==> src/rtl/mem_stage_if.sv <==
// Data-memory request/acknowledge bus between the MEM stage and data memory.
//   master (MEM stage): drives dmem_req, dmem_we, dmem_addr, dmem_wdata, dmem_be;
//                       samples dmem_ack, dmem_rdata
//   slave  (memory)   : the mirror image
// dmem_rdata is valid in the same cycle as dmem_ack.
interface mem_stage_if;
    logic        dmem_req;
    logic        dmem_we;
    logic [31:0] dmem_addr;
    logic [31:0] dmem_wdata;
    logic [3:0]  dmem_be;
    logic        dmem_ack;
    logic [31:0] dmem_rdata;

    modport master (
        output dmem_req, dmem_we, dmem_addr, dmem_wdata, dmem_be,
        input  dmem_ack, dmem_rdata
    );

    modport slave (
        input  dmem_req, dmem_we, dmem_addr, dmem_wdata, dmem_be,
        output dmem_ack, dmem_rdata
    );
endinterface

==> src/rtl/mem_stage.sv <==
// Pipeline MEM stage. Consumes the EX/MEM register outputs, issues data-memory
// accesses over the req/ack bus, stalls upstream while an access is
// outstanding, resolves branch/jump redirect and owns the MEM/WB register.
//
// Ports:
//   clk, rst          clock; synchronous active-high reset
//   ex_*              EX/MEM register outputs (held stable by upstream while stall=1)
//   dmem              mem_stage_if.master: data-memory request/ack bus
//   stall             freeze PC, IF/ID, ID/EX, EX/MEM
//   pc_src, pc_target fetch redirect (combinational, independent of stall)
//   wb_*              MEM/WB register outputs
//   dmem_err          sticky: access timed out or was misaligned; cleared by rst
//
// Parameter TIMEOUT (1..255): REQ cycles without dmem_ack before the access is abandoned.
// Build option SUBWORD_EN: byte/halfword loads and stores with lane selection,
// sign/zero extension and alignment checking. Undefined: every access is a full word.
//
// state | meaning
// IDLE  | no access outstanding; a memory op here stalls one cycle and moves to REQ
// REQ   | dmem_req asserted, waiting for dmem_ack or the timeout
module mem_stage #(
    parameter int unsigned TIMEOUT = 15
) (
    input  logic        clk,
    input  logic        rst,
    input  logic [31:0] ex_pc_next,
    input  logic [31:0] ex_branch_addr,
    input  logic [31:0] ex_cal,
    input  logic [31:0] ex_rd2,
    input  logic [31:0] ex_jump_addr,
    input  logic [4:0]  ex_wn,
    input  logic [5:0]  ex_opcode,
    input  logic        ex_zero,
    input  logic        ex_memread,
    input  logic        ex_memwrite,
    input  logic        ex_branch,
    input  logic        ex_regwrite,
    input  logic        ex_memtoreg,
    input  logic        ex_jump,
    mem_stage_if.master dmem,
    output logic        stall,
    output logic        pc_src,
    output logic [31:0] pc_target,
    output logic [31:0] wb_rdata,
    output logic [31:0] wb_cal,
    output logic [4:0]  wb_wn,
    output logic        wb_regwrite,
    output logic        wb_memtoreg,
    output logic        dmem_err
);
    typedef enum logic {IDLE = 1'b0, REQ = 1'b1} state_t;

    localparam logic [7:0] CNT_LAST = 8'(TIMEOUT - 1);

    state_t      state_q, state_d;
    logic [7:0]  cnt_q, cnt_d;
    logic [31:0] wb_rdata_q, wb_rdata_d;
    logic [31:0] wb_cal_q, wb_cal_d;
    logic [4:0]  wb_wn_q, wb_wn_d;
    logic        wb_regwrite_q, wb_regwrite_d;
    logic        wb_memtoreg_q, wb_memtoreg_d;
    logic        dmem_err_q, dmem_err_d;

    logic        mem_op;
    logic        in_req;
    logic        misaligned;
    logic        ack_ok;
    logic        timeout_hit;
    logic        abort;
    logic        retire;
    logic [3:0]  acc_be;
    logic [31:0] acc_wdata;
    logic [31:0] load_data;

    // ex_pc_next is carried for the writeback of link values in other
    // configurations; this stage does not consume it.
    logic unused_ok;

`ifdef SUBWORD_EN
    logic        is_byte;
    logic        is_half;
    logic        is_unsigned;
    logic [1:0]  lane;
    logic [7:0]  byte_sel;
    logic [15:0] half_sel;

    assign unused_ok = ^ex_pc_next;

    always_comb begin
        is_byte     = ex_opcode inside {6'h20, 6'h24, 6'h28};
        is_half     = ex_opcode inside {6'h21, 6'h25, 6'h29};
        is_unsigned = ex_opcode inside {6'h24, 6'h25};
        lane        = ex_cal[1:0];
        byte_sel    = dmem.dmem_rdata[{lane, 3'b000} +: 8];
        half_sel    = ex_cal[1] ? dmem.dmem_rdata[31:16] : dmem.dmem_rdata[15:0];
        acc_be      = 4'b1111;
        acc_wdata   = ex_rd2;
        load_data   = dmem.dmem_rdata;
        misaligned  = 1'b0;
        if (is_byte) begin
            acc_be    = 4'b0001 << lane;
            acc_wdata = {4{ex_rd2[7:0]}};
            load_data = is_unsigned ? {24'd0, byte_sel} : {{24{byte_sel[7]}}, byte_sel};
        end else if (is_half) begin
            acc_be     = ex_cal[1] ? 4'b1100 : 4'b0011;
            acc_wdata  = {2{ex_rd2[15:0]}};
            load_data  = is_unsigned ? {16'd0, half_sel} : {{16{half_sel[15]}}, half_sel};
            misaligned = mem_op & ex_cal[0];
        end else begin
            misaligned = mem_op & (ex_cal[1:0] != 2'b00);
        end
    end
`else
    assign unused_ok  = ^{ex_pc_next, ex_opcode};
    assign acc_be     = 4'b1111;
    assign acc_wdata  = ex_rd2;
    assign load_data  = dmem.dmem_rdata;
    assign misaligned = 1'b0;
`endif

    always_comb begin
        mem_op      = ex_memread | ex_memwrite;
        in_req      = (state_q == REQ);
        // A misaligned access reaches REQ without ever raising dmem_req and
        // is abandoned there, giving exactly one stall cycle.
        ack_ok      = in_req & ~misaligned & dmem.dmem_ack;
        timeout_hit = in_req & ~misaligned & ~dmem.dmem_ack & (cnt_q == CNT_LAST);
        abort       = timeout_hit | (in_req & misaligned);
        retire      = (~in_req & ~mem_op) | ack_ok | abort;

        state_d       = state_q;
        cnt_d         = cnt_q;
        wb_rdata_d    = wb_rdata_q;
        wb_cal_d      = wb_cal_q;
        wb_wn_d       = wb_wn_q;
        wb_regwrite_d = 1'b0;
        wb_memtoreg_d = 1'b0;
        dmem_err_d    = dmem_err_q | abort;

        if (in_req) begin
            if (retire) begin
                state_d = IDLE;
            end else begin
                cnt_d = cnt_q + 8'd1;
            end
        end else if (mem_op) begin
            state_d = REQ;
            cnt_d   = 8'd0;
        end

        if (retire) begin
            wb_cal_d      = ex_cal;
            wb_wn_d       = ex_wn;
            wb_regwrite_d = ex_regwrite & ~abort;
            wb_memtoreg_d = ex_memtoreg;
        end
        if (ack_ok & ex_memread) begin
            wb_rdata_d = load_data;
        end
    end

    always_ff @(posedge clk) begin
        if (rst) begin
            state_q       <= IDLE;
            cnt_q         <= 8'd0;
            wb_rdata_q    <= 32'd0;
            wb_cal_q      <= 32'd0;
            wb_wn_q       <= 5'd0;
            wb_regwrite_q <= 1'b0;
            wb_memtoreg_q <= 1'b0;
            dmem_err_q    <= 1'b0;
        end else begin
            state_q       <= state_d;
            cnt_q         <= cnt_d;
            wb_rdata_q    <= wb_rdata_d;
            wb_cal_q      <= wb_cal_d;
            wb_wn_q       <= wb_wn_d;
            wb_regwrite_q <= wb_regwrite_d;
            wb_memtoreg_q <= wb_memtoreg_d;
            dmem_err_q    <= dmem_err_d;
        end
    end

    assign stall           = ~retire;
    assign dmem.dmem_req   = in_req & ~misaligned;
    assign dmem.dmem_we    = ex_memwrite;
    assign dmem.dmem_addr  = {ex_cal[31:2], 2'b00};
    assign dmem.dmem_wdata = acc_wdata;
    assign dmem.dmem_be    = acc_be;

    assign pc_src    = ex_jump | (ex_branch & ex_zero);
    assign pc_target = ex_jump ? ex_jump_addr : ex_branch_addr;

    assign wb_rdata    = wb_rdata_q;
    assign wb_cal      = wb_cal_q;
    assign wb_wn       = wb_wn_q;
    assign wb_regwrite = wb_regwrite_q;
    assign wb_memtoreg = wb_memtoreg_q;
    assign dmem_err    = dmem_err_q;
endmodule

==> src/flat_wrapper.sv <==
// flat-port wrapper written by rule: the top's interface ports become plain ports
module mem_stage_flat 
#(
    parameter int unsigned TIMEOUT = 15
)
  (clk, rst, ex_pc_next, ex_branch_addr, ex_cal, ex_rd2, ex_jump_addr, ex_wn, ex_opcode, ex_zero, ex_memread, ex_memwrite, ex_branch, ex_regwrite, ex_memtoreg, ex_jump, stall, pc_src, pc_target, wb_rdata, wb_cal, wb_wn, wb_regwrite, wb_memtoreg, dmem_err, dmem_dmem_req, dmem_dmem_we, dmem_dmem_addr, dmem_dmem_wdata, dmem_dmem_be, dmem_dmem_ack, dmem_dmem_rdata);
  mem_stage_if dmem_i ();
  input  logic clk;
  input  logic rst;
  input  logic [31:0] ex_pc_next;
  input  logic [31:0] ex_branch_addr;
  input  logic [31:0] ex_cal;
  input  logic [31:0] ex_rd2;
  input  logic [31:0] ex_jump_addr;
  input  logic [4:0] ex_wn;
  input  logic [5:0] ex_opcode;
  input  logic ex_zero;
  input  logic ex_memread;
  input  logic ex_memwrite;
  input  logic ex_branch;
  input  logic ex_regwrite;
  input  logic ex_memtoreg;
  input  logic ex_jump;
  output logic stall;
  output logic pc_src;
  output logic [31:0] pc_target;
  output logic [31:0] wb_rdata;
  output logic [31:0] wb_cal;
  output logic [4:0] wb_wn;
  output logic wb_regwrite;
  output logic wb_memtoreg;
  output logic dmem_err;
  output wire logic [$bits(dmem_i.dmem_req)-1:0] dmem_dmem_req;
  output wire logic [$bits(dmem_i.dmem_we)-1:0] dmem_dmem_we;
  output wire logic [$bits(dmem_i.dmem_addr)-1:0] dmem_dmem_addr;
  output wire logic [$bits(dmem_i.dmem_wdata)-1:0] dmem_dmem_wdata;
  output wire logic [$bits(dmem_i.dmem_be)-1:0] dmem_dmem_be;
  input wire logic [$bits(dmem_i.dmem_ack)-1:0] dmem_dmem_ack;
  input wire logic [$bits(dmem_i.dmem_rdata)-1:0] dmem_dmem_rdata;
  assign dmem_dmem_req = dmem_i.dmem_req;
  assign dmem_dmem_we = dmem_i.dmem_we;
  assign dmem_dmem_addr = dmem_i.dmem_addr;
  assign dmem_dmem_wdata = dmem_i.dmem_wdata;
  assign dmem_dmem_be = dmem_i.dmem_be;
  assign dmem_i.dmem_ack = dmem_dmem_ack;
  assign dmem_i.dmem_rdata = dmem_dmem_rdata;
  mem_stage #(.TIMEOUT(TIMEOUT)) u_core (.clk(clk), .rst(rst), .ex_pc_next(ex_pc_next), .ex_branch_addr(ex_branch_addr), .ex_cal(ex_cal), .ex_rd2(ex_rd2), .ex_jump_addr(ex_jump_addr), .ex_wn(ex_wn), .ex_opcode(ex_opcode), .ex_zero(ex_zero), .ex_memread(ex_memread), .ex_memwrite(ex_memwrite), .ex_branch(ex_branch), .ex_regwrite(ex_regwrite), .ex_memtoreg(ex_memtoreg), .ex_jump(ex_jump), .dmem(dmem_i), .stall(stall), .pc_src(pc_src), .pc_target(pc_target), .wb_rdata(wb_rdata), .wb_cal(wb_cal), .wb_wn(wb_wn), .wb_regwrite(wb_regwrite), .wb_memtoreg(wb_memtoreg), .dmem_err(dmem_err));
endmodule
==> config.mk <==
export PLATFORM = sky130hd
export DESIGN_NAME = mem_stage_flat
export DESIGN_NICKNAME = d
export VERILOG_FILES = /design/src/rtl/mem_stage_if.sv /design/src/rtl/mem_stage.sv /design/src/flat_wrapper.sv
export SDC_FILE = /design/constraint.sdc
export NUM_CORES = 1
export LEC_CHECK = 0
export BUFFER_PORTS_ARGS = -buffer_cell sky130_fd_sc_hd__buf_4
export CAP_MARGIN = 0
export CORE_AREA = 8 8 145 147
export DETAILED_ROUTE_END_ITERATION = 10
export DIE_AREA = 0 0 153 155
export GPL_TIMING_DRIVEN = 1
export PLACE_DENSITY = 0.59
export SYNTH_ARGS = -nofsm -noshare
export SYNTH_HDL_FRONTEND = slang
export SYNTH_SLANG_ARGS = --single-unit
==> constraint.sdc <==
create_clock -name clk -period 2.1 [get_ports clk]
set_input_delay 0.315 -clock clk [delete_from_list [all_inputs] [get_ports clk]]
set_output_delay 0.315 -clock clk [all_outputs]
set_load 0.02 [all_outputs]
==> reports/results.ini <==
[critical_path]
required_ns=1.78
r2r_setup_slack_ns=0.25
critical_path_class=register to output port
arrival_ns=1.69
path_max_fanout=5
critPathLaunchType=register
cp-end-kind=output port

[detailed_routing]
avgRoutedWirePerCell_um=15.01
vias=3718
drc=0
routed_wl_mm=13.93
viasPerCell=4.006
drt-pass1-iter-count=4
antenna_left=0
drt_iter0_markers=121

[clocking]
cts-root-buf=clkbuf_16
cts_buffers=9
path_clk_slew_ns=0.06
clock_latency_ns=0.35
ctsResizeCount=0
cts_sinks=81
h-tree-depth=3
clockBufferDepth=2
cts_tree=done
cts_hold_buf=0

[place]
port_buffers=280
place_inst=911
gpl.final_weighted_congestion=0.7737
place_area_sq_um=5722
dp_worst_setup_slack_ns=0.2202
dp_hpwl_mm=11.17

[layout]
area_growth_syn_to_layout_pct=55.06
antenna_cells=0
final_common_cell=buf_4
seqCellArea_sq_um=1622
n_fill_cell=2024
multi_input_area_sq_um=1599
mostFrequentLayoutCells=buf_4, nand2_1, dfxtp_1
fin_area_sq_um=6015
fin_cells=928
drive_gt1_share_pct=50.00
fin_nets=900

[sta]
rsz0062_at_grt=false
finalWorstSetupSlack_ns=0.09704
timing.final.crit_share_pct=95.38
finalSetupTns_ns=0
setup_violations=0
finalHoldViolCount=0
finalMaxSlewViolations=0
fmax_mhz=499.3
clock_skew_ns=0.008540
finalCriticalPeriod_ns=2.003

[synthesis]
synthCells=474
synthArstFlopShare_pct=0
synth-main-ff-cell=dfxtp_1
yosysWarnings=0
yosys_register_bits=81
synth_edf_count=0
yosysSeqAreaShare_pct=41.81
synth.distinct_cells=34
syn_avg_cell_area_sq_um=8.183
syn_area_sq_um=3879

[hold_path]
hold_class=primary input to register

[floorplanning]
chipHeight_um=155
start_util_pct=20.47
ios=389
core_sq_um=18950
rows=51
fp.dieArea_sq_um=23720
die-width_um=153

[global_routing]
grt_max_degree=39
grt_pass1_wl_mm=21.57
grt_usage_pct=11.39
grt_pass1_vias=3970
antenna_found_initial=0
grt_overflow_total=0

[power]
leakage_uw=0.002763
power_density_nw_per_um2=680.7
vdd_drop_max_uv=359.5

[flow_run]
maxCapViolations=0

[run_status]
outcome=complete, no violations

## flip-flops by register name, indices dropped and copies added, names as in the netlist
signal,count
u_core.wb_wn,5
u_core.dmem_err,1
u_core.wb_rdata,32
u_core.wb_regwrite,1
u_core.dmem.dmem_req,1
u_core.cnt_q,8
u_core.wb_memtoreg,1
u_core.wb_cal,32
## cell usage after synthesis, drive strengths merged, types with 2 or more instances
| master | n | share of area (%) |
|---|---|---|
| or3 | 2 | 0.32 |
| nand2 | 143 | 14 |
| conb | 2 | 0.19 |
| nand4b | 2 | 0.45 |
| nand3 | 4 | 0.52 |
| a21o | 4 | 0.77 |
| nor2 | 7 | 0.68 |
| and2 | 2 | 0.32 |
| nor3 | 3 | 0.39 |
| buf | 77 | 15 |
| o21ai | 3 | 0.39 |
| mux2 | 33 | 9.6 |
| nor3b | 2 | 0.39 |
| ha | 2 | 0.65 |
| clkbuf | 20 | 1.9 |
| a21oi | 71 | 9.2 |
| dfxtp | 81 | 42 |
| inv | 3 | 0.29 |
## stage by stage
step                util, %  hold slack (ns)  power [uW]
floorplan                 -           0.4367        2257
global placement      30.19           0.4388        2620
detailed placement    30.19           0.4439        2627
CTS                   31.70           0.1543        4189
global route          31.74           0.1691        4299
finish                31.74           0.1776        4094
## critical path, cell delays in order, from the launching register on
cell and delay, ns:
dfxtp_1 0.31, or4b_1 0.58, o211ai_4 0.20, inv_2 0.09
buf_4 0.17
## per-layer routing
metal / vias up / global-route usage [%] / routed length [um]
met3: 22 / 6.269 / 1462
li1: 1897 / - / -
met1: 1640 / 12.07 / 5579
met4: 0 / 4.006 / 256
met5: - / 0 / 0
met2: 159 / 18.93 / 6635
## report_power, final
group          switching, uW  internal, uW  leakage (uW)  total (uW)
clock network            692           824      0.000143        1520
registers               34.1          1600      0.000660        1640
logic                    485           455       0.00196         940
total                   1210          2880       0.00276        4090
## repair_timing
action | 4_1_cts | 5_1_grt
hold endpoints to repair | 0 | 0
endpoints found under the setup margin | 0 | 1
buffers inserted | 0 | 1
## cells by family (layout without fill, tap and decap cells)
family	Yosys count	count (layout)	share of synthesized area (%)
adders and majority gates	2	2	0.6451
DFF	81	81	41.81
xor gates and xnor gates	1	1	0.2258
other	2	6	0.1936
muxes	33	33	9.581
and+or+nand+nor	169	169	17.65
buffers and inverters	100	312	17.58
AOI/OAI and AO/OA	86	86	12.32
## worst paths after layout
kind	depth (start not counted)	startpoint	to
setup reg to reg	5	u_core.cnt_q[4]$_SDFFE_PP0P_	u_core.wb_cal[5]$_SDFFE_PP0P_
setup / recovery	4	u_core.cnt_q[4]$_SDFFE_PP0P_	stall
hold reg to reg	2	u_core.wb_cal[7]$_SDFFE_PP0P_	u_core.wb_cal[7]$_SDFFE_PP0P_
hold / removal	2	ex_memtoreg	u_core.wb_memtoreg$_SDFF_PP0_
## layout make-up
type                       instances  area share (%)
inverter                           3          0.1872
timing repair buffer             293           36.57
clock inverter                     7          0.9985
multi-input combinational        297           26.59
clock buffer                       9           3.745
tap                              238           4.951
sequential                        81           26.96
Power figures use the tool's default switching activity.
